$ cat config.mk
export PLATFORM = sky130hd
export DESIGN_NAME = sa_collect_flat
export DESIGN_NICKNAME = d
export VERILOG_FILES = /design/src/rtl/sa_pkg.sv /design/src/rtl/sa_collect_if.sv /design/src/rtl/sa_shift_in.sv /design/src/rtl/sa_collect.sv /design/src/flat_wrapper.sv
export SDC_FILE = /design/constraint.sdc
export NUM_CORES = 1
export LEC_CHECK = 0
export BUFFER_PORTS_ARGS = -buffer_cell sky130_fd_sc_hd__buf_2
export CAP_MARGIN = 20
export CORE_MARGIN = 2
export CORE_UTILIZATION = 45
export CTS_CLUSTER_DIAMETER = 120
export DETAILED_ROUTE_END_ITERATION = 8
export PLACE_DENSITY_LB_ADDON = 0.15
export SLEW_MARGIN = 20
export SYNTH_ARGS = -nofsm -noshare
export SYNTH_HDL_FRONTEND = slang
export SYNTH_SLANG_ARGS = --single-unit
$ cat constraint.sdc
create_clock -name clk -period 1.6 [get_ports clk]
set_clock_uncertainty 0.1 [all_clocks]
set_input_delay 0.08 -clock clk [delete_from_list [all_inputs] [get_ports clk]]
set_output_delay 0.08 -clock clk [all_outputs]
set_load 0.05 [all_outputs]
$ cat src/rtl/sa_pkg.sv
// Shared types and defaults for the serial-adder receive side.
package sa_pkg;

  localparam int unsigned SA_W_DEFAULT = 4;

  typedef enum logic [1:0] {
    IDLE,
    SHIFT,
    FULL
  } state_e;

endpackage

$ cat src/rtl/sa_collect_if.sv
// Serial-in / parallel-out link between the bit-serial adder, sa_collect and the word consumer.
interface sa_collect_if #(
  parameter int unsigned W = sa_pkg::SA_W_DEFAULT
) ();

  logic         start;
  logic         bit_valid;
  logic         sum_in;
  logic         co_in;
  logic         res_ready;
  logic [W:0]   result;
  logic         res_valid;
  logic         busy;
  logic         err_overrun;

  modport master (
    output start, bit_valid, sum_in, co_in, res_ready,
    input  result, res_valid, busy, err_overrun
  );

  modport slave (
    input  start, bit_valid, sum_in, co_in, res_ready,
    output result, res_valid, busy, err_overrun
  );

endinterface

$ cat src/rtl/sa_shift_in.sv
// W-bit right-shift register, LSB-first input; clear has priority over shift.
module sa_shift_in #(
  parameter int unsigned W = sa_pkg::SA_W_DEFAULT
) (
  input  logic         clk,
  input  logic         rst,
  input  logic         clr,
  input  logic         en,
  input  logic         din,
  output logic [W-1:0] q_shift
);

  logic [W-1:0] q_q;

  // Value the register takes on an enabled shift; the collector captures it on the last bit.
  assign q_shift = {din, q_q[W-1:1]};

  always_ff @(posedge clk) begin
    if (rst || clr) begin
      q_q <= '0;
    end else if (en) begin
      q_q <= q_shift;
    end
  end

endmodule

$ cat src/rtl/sa_collect.sv
// Reassembles an LSB-first serial sum plus final carry into a parallel word with valid/ready.
module sa_collect
  import sa_pkg::*;
#(
  parameter int unsigned W = SA_W_DEFAULT
) (
  input  logic         clk,
  input  logic         rst,
  sa_collect_if.slave  bus
);

  localparam int unsigned CntW = $clog2(W);
  localparam logic [CntW-1:0] LastCnt = CntW'(W - 1);

  state_e         state_q, state_d;
  logic [CntW-1:0] cnt_q, cnt_d;
  logic [W:0]     result_q, result_d;
  logic           res_valid_q, res_valid_d;
  logic           err_q, err_d;
  logic           sh_clr, sh_en;
  logic [W-1:0]   sh_next;

  sa_shift_in #(.W(W)) u_shift (
    .clk     (clk),
    .rst     (rst),
    .clr     (sh_clr),
    .en      (sh_en),
    .din     (bus.sum_in),
    .q_shift (sh_next)
  );

  always_ff @(posedge clk) begin
    if (rst) begin
      state_q <= IDLE;
    end else begin
      state_q <= state_d;
    end
  end

  always_comb begin
    state_d = state_q;
    unique case (state_q)
      IDLE:  if (bus.start) state_d = SHIFT;
      SHIFT: if (!bus.start && bus.bit_valid && cnt_q == LastCnt) state_d = FULL;
      FULL:  if (bus.res_ready) state_d = bus.start ? SHIFT : IDLE;
      default: state_d = IDLE;
    endcase
  end

  always_comb begin
    sh_clr      = 1'b0;
    sh_en       = 1'b0;
    cnt_d       = cnt_q;
    result_d    = result_q;
    res_valid_d = res_valid_q;
    err_d       = err_q;
    unique case (state_q)
      IDLE: begin
        if (bus.start) begin
          sh_clr = 1'b1;
          cnt_d  = '0;
        end
      end
      SHIFT: begin
        // A restart drops any bit presented in the same cycle.
        if (bus.start) begin
          sh_clr = 1'b1;
          cnt_d  = '0;
        end else if (bus.bit_valid) begin
          sh_en = 1'b1;
          if (cnt_q == LastCnt) begin
            cnt_d       = '0;
            result_d    = {bus.co_in, sh_next};
            res_valid_d = 1'b1;
          end else begin
            cnt_d = cnt_q + CntW'(1);
          end
        end
      end
      FULL: begin
        if (bus.bit_valid) err_d = 1'b1;
        if (bus.res_ready) begin
          res_valid_d = 1'b0;
          if (bus.start) begin
            sh_clr = 1'b1;
            cnt_d  = '0;
          end
        end
      end
      default: ;
    endcase
  end

  always_ff @(posedge clk) begin
    if (rst) begin
      cnt_q       <= '0;
      result_q    <= '0;
      res_valid_q <= 1'b0;
      err_q       <= 1'b0;
    end else begin
      cnt_q       <= cnt_d;
      result_q    <= result_d;
      res_valid_q <= res_valid_d;
      err_q       <= err_d;
    end
  end

  assign bus.result      = result_q;
  assign bus.res_valid   = res_valid_q;
  assign bus.busy        = (state_q != IDLE);
  assign bus.err_overrun = err_q;

endmodule

$ cat src/flat_wrapper.sv
// flat-port wrapper written by rule: the top's interface ports become plain ports
module sa_collect_flat import sa_pkg::*;
#(
  parameter int unsigned W = SA_W_DEFAULT
)
  (clk, rst, bus_start, bus_bit_valid, bus_sum_in, bus_co_in, bus_res_ready, bus_result, bus_res_valid, bus_busy, bus_err_overrun);
  sa_collect_if #(.W(W)) bus_i ();
  input  logic clk;
  input  logic rst;
  input wire logic [$bits(bus_i.start)-1:0] bus_start;
  input wire logic [$bits(bus_i.bit_valid)-1:0] bus_bit_valid;
  input wire logic [$bits(bus_i.sum_in)-1:0] bus_sum_in;
  input wire logic [$bits(bus_i.co_in)-1:0] bus_co_in;
  input wire logic [$bits(bus_i.res_ready)-1:0] bus_res_ready;
  output wire logic [$bits(bus_i.result)-1:0] bus_result;
  output wire logic [$bits(bus_i.res_valid)-1:0] bus_res_valid;
  output wire logic [$bits(bus_i.busy)-1:0] bus_busy;
  output wire logic [$bits(bus_i.err_overrun)-1:0] bus_err_overrun;
  assign bus_i.start = bus_start;
  assign bus_i.bit_valid = bus_bit_valid;
  assign bus_i.sum_in = bus_sum_in;
  assign bus_i.co_in = bus_co_in;
  assign bus_i.res_ready = bus_res_ready;
  assign bus_result = bus_i.result;
  assign bus_res_valid = bus_i.res_valid;
  assign bus_busy = bus_i.busy;
  assign bus_err_overrun = bus_i.err_overrun;
  sa_collect #(.W(W)) u_core (.clk(clk), .rst(rst), .bus(bus_i));
endmodule
Yosys cells after proc, flatten, opt, wreduce, memory -nomap -nowiden
Index checks and enable logic that the tools add are counted.
{ "op_classes": {"add_sub_neg": 1, "n_eq_ne": 10, "muxes": 22, "n_bitwise": 1, "reduce_logical": 14} }
{ "op_table": {"columns": ["cell", "n"], "rows": [
  ["$mux W2", 8],
  ["$pmux W2 S3", 2],
  ["$mux W1", 10],
  ["$ne A2 B2 Y1 const B", 4],
  ["$reduce_and A3 Y1", 2],
  ["$reduce_and A5 Y1", 1],
  ["$eq A2 B2 Y1 const B", 2],
  ["$ne A2 B1 Y1 const B", 2],
  ["$pmux W1 S2", 2],
  ["$reduce_and A4 Y1", 1],
  ["$reduce_bool A2 Y1", 2],
  ["$ne A3 B3 Y1 const B", 1],
  ["$reduce_bool A3 Y1", 1],
  ["$add A2 B1 Y2 const B", 1],
  ["$eq A2 B1 Y1 const B", 1],
  ["$logic_and A1 B1 Y1", 2],
  ["$logic_not A2 Y1", 1],
  ["$reduce_and A2 Y1", 1],
  ["$reduce_or A2 Y1", 1],
  ["$logic_not A1 Y1", 1],
  ["$logic_or A1 B1 Y1", 1],
  ["$not A1 Y1", 1]
]} }
{ "word_totals": {"regBits": 15, "in_bits": 7, "out_inout_bits": 8, "word_cells": 54} }

Depth between registers and ports, before layout
{ "logic_depth": {"word_depth": 5, "mapped_depth": 5, "depth_no_buf": 4} }

Hierarchy
Synthesis repeated with hierarchy kept, for this count alone.
{ "hier_totals": {"hier_cells": 67, "area_unflattened_um2": 639.4} }
{ "modules_own_cells": {"columns": ["module", "n_inst", "cells_each", "area_per_inst_um2", "seq_area_each_um2"], "rows": [
  ["sa_collect", 1, 57, 526.8, 220.2],
  ["sa_shift_in", 1, 10, 112.6, 60.1]
]} }

Least setup slack after synthesis
OpenSTA, ideal clock, no wires.
{ "synth_path": {"path_kind": "reg2reg", "startpoint": "register u_core.state_q[1]", "endpoint": "register u_core.result_q[0] (netlist: u_core.bus.result[0])", "setup_time_ns": 0.116, "t_arrival_ns": 1.096, "t_required_ns": 1.384, "path_slack_ns": 0.288, "path_stages_with_launch": 6, "path_buffers": 2, "path_cell_list": "dfxtp_1 > buf_6 > and4bb_4 > buf_12 > a21oi_1 > a31o_2"} }
{ "synth_via": {"elab_chain_cells": 2} }
{ "synth_rtl": {"columns": ["item", "line", "rtl"], "rows": [
  ["start, declared", "sa_collect.sv:15", "state_e state_q, state_d;"],
  ["start signal, assigned", "sa_collect.sv:36", "state_q <= state_d;"],
  ["$eq A2 B1 Y1", "sa_collect.sv:57", "unique case (state_q)"],
  ["$reduce_and A4 Y1 (no source line)", null, null],
  ["end signal, assigned", "sa_collect.sv:102", "result_q <= result_d;"],
  ["end, declared", "sa_collect.sv:17", "logic [W:0] result_q, result_d;"]
]} }
No other way between the ends.
A chain may end at the register's enable or synchronous reset.

Final worst setup path
{ "layout_path": {"startpoint": "input bus_bit_valid", "endpoint": "register u_core.result_q[2] (netlist: u_core.bus.result[2])"} }
{ "layout_via": {"elab_chain_cells": 1} }
{ "layout_rtl": {"columns": ["item", "line", "rtl"], "rows": [
  ["start, declared", "flat_wrapper.sv:11", "input wire logic [$bits(bus_i.bit_valid)-1:0] bus_bit_valid;"],
  ["$reduce_and A4 Y1 (no source line)", null, null]
]} }
No other way between the ends.

==> impl_metrics.ini <==
[status]
status = complete, no violations

[setup_path]
cp_data_arrival_time_ps = 1480
cp_max_fo = 12
cp.required_ps = 1670
critical_path_class = input pin to register
startpoint_type = input pin
endpoint_kind = register

[yosys]
synth_top_area_share = 0.4324
synth_common_cells = dfxtp_1, a21oi_1, a31o_2, nand2_1, nand2b_1
syn_nets = 75
synth-seq-cells = 14
synth-async-reset-ratio = 0
synth_cell_type_count = 25
syn_area_um2 = 648.1
synth_edf_count = 0
synth_area_leaders = dfxtp_1, a21oi_1, a31o_2
yosysMostFrequentCell = dfxtp_1
synthCells = 67
ys_seq_area_frac = 0.4324
yosys_warnings = 0
synth_area_per_cell_um2 = 9.673
synth_ff_type = dfxtp_1
yosys.area.top_type = dfxtp_1

[route]
drc = 0
wl_met3_um = 29
highest_layer = met4
wl_met1_um = 600
drtIter0Drc = 4
dr.pass1.iters = 3
vias_per_cell = 5.253
ant_nets = 0
vias = 520
routed_wl_mm = 1.214
wl_per_cell_um = 12.26
wl_met2_um = 568

[place]
gp_congestion = 0.6932
dpl-instance-area_um2 = 696.9
port_buffers = 14
hpwlAfterDp_um = 851.3

[clock_tree]
cts_buffers = 3
clock_latency_ps = 270
cts_resized = 0
tritoncts = built
clock-sinks = 14
clockBufferDepth = 2
ctsRootBufferMaster = clkbuf_4
clk_pin_slew_ps = 80
htreeDepth = 1

[pwr]
power_density_nw_per_um2 = 806.7
p_leak_nw = 0.3201
irDropWorstVdd_v = 0.0005531

[floorplan]
start_util = 0.4919
coreArea_um2 = 1318
die_h_um = 41.95
die_w_um = 41.95
io-pin-count = 15
placementRows = 13
die_area_um2 = 1760

[global_routing]
grt_pass1_wl_mm = 2.063
grt_max_degree = 14
overflow = 0
first_global_vias = 473
grtUsageTotal = 0.1510
grt_antenna_before_repair = 0

[timing]
min_period_ps = 1414
max_freq_mhz = 707.4
finalHoldViolations = 0
fin_tns_setup_ps = 0
rsz0062_at_grt = false
relSlewSlack = 0.7770
slew_viol_final = 0
worst_slew_pin_slew_ps = 331.5
setup_violations = 0
period_share = 0.8835

[run]
max_cap_violations = 0

[final_layout]
design_area_um2 = 749.5
drive_gt1_frac = 0.3095
nNetsFinal = 94
syn_to_final_growth_pct = 15.64
n_antenna_cell = 0

[worst_hold_path]
hold_path.class = input pin to register
[critical path: stages]
cell           delay, ps
dlygate4sd3_1        530
buf_2                140
and4bb_4             250
and2_2               240
a31o_2               250
[logic make-up (layout without fill, tap and decap cells)]
logic type | Yosys count | in the layout | synth area share
muxes | 3 | 3 | 0.04633
DFF | 14 | 14 | 0.4324
adders and majority gates | 1 | 1 | 0.01930
and+or+nand+nor | 22 | 22 | 0.2027
buffers and inverters | 7 | 24 | 0.09072
AOI/OAI and AO/OA | 20 | 20 | 0.2085
[timing repair]
item | 4_1_cts | 5_1_grt
buffers inserted | 0 | 0
endpoints found under the hold margin | 3 | 0
hold buffers | 3 | 0
[worst paths after layout]
check                               startpoint                                   to  slack [ps]  depth (start not counted)
min reg2reg  u_core.bus.res_valid$_SDFFE_PP0P_    u_core.bus.res_valid$_SDFFE_PP0P_         350                          2
max                              bus_bit_valid    u_core.bus.result[2]$_SDFFE_PP0P_         190                          5
min                                        rst  u_core.bus.err_overrun$_SDFFE_PP0P_          20                          2
max reg2reg     u_core.state_q[0]$_SDFFE_PP0P_    u_core.bus.result[2]$_SDFFE_PP0P_         250                          3
[sequential cells by signal (all words and copies together), names as in the netlist]
name                    count
u_core.bus.result           5
u_core.u_shift.q_q          3
u_core.cnt_q                2
u_core.state_q              2
u_core.bus.err_overrun      1
u_core.bus.res_valid        1
[layout make-up]
class / count / area [µm²]
repair buffers: 18 / 107.6
fillers: 140 / 568.0
flip-flops and latches: 14 / 280.3
well taps: 15 / 18.77
multi-input cells: 46 / 309.0
clock buffers: 3 / 22.52
inverters: 3 / 11.26
[layer usage]
metal  up-vias  GRT usage
li1        277          -
met1       236     0.1914
met2         5     0.2344
met3         2    0.03043
met4         0    0.09032
met5         -          0
[layout by cell type (no fill, tap or decap), drive strengths merged]
| cell | count |
|---|---|
| a21boi | 1 |
| inv | 2 |
| nor3 | 3 |
| o31ai | 1 |
| a211oi | 1 |
| a21oi | 9 |
| nand3 | 2 |
| nand2 | 5 |
| a31oi | 1 |
| buf | 15 |
| clkinv | 1 |
| mux2i | 3 |
| and4bb | 1 |
| or2 | 1 |
| nand2b | 5 |
| dfxtp | 14 |
| or2b | 1 |
| clkbuf | 3 |
| nor2 | 1 |
| ha | 1 |
| nand3b | 2 |
| and2 | 1 |
| dlygate4sd3 | 3 |
| o2111ai | 2 |
| a31o | 5 |
[power breakdown]
| group | internal [mW] | switching (mW) | leakage (nW) |
|---|---|---|---|
| combinational | 0.0231 | 0.0299 | 0.193 |
| clock | 0.0871 | 0.110 | 0.0138 |
| sequential | 0.351 | 0.00397 | 0.113 |
| total | 0.461 | 0.143 | 0.320 |
[through the flow]
| stage | power [mW] | hold WS (ps) | instances | setup WS (ps) | util |
|---|---|---|---|---|---|
| floorplan | 0.3987 | 125.2 | 67 | 287.6 | - |
| global placement | 0.4099 | 209.7 | 93 | 283.6 | 0.5290 |
| global route | 0.6266 | 29.57 | 99 | 149.0 | 0.5689 |
| finish | 0.6046 | 18.77 | 99 | 186.5 | 0.5689 |
| CTS | 0.6096 | 13.53 | 99 | 184.4 | 0.5689 |
| detailed placement | 0.4102 | 212.7 | 93 | 265.1 | 0.5290 |
No activity file was read; power rests on OpenSTA's default activity.
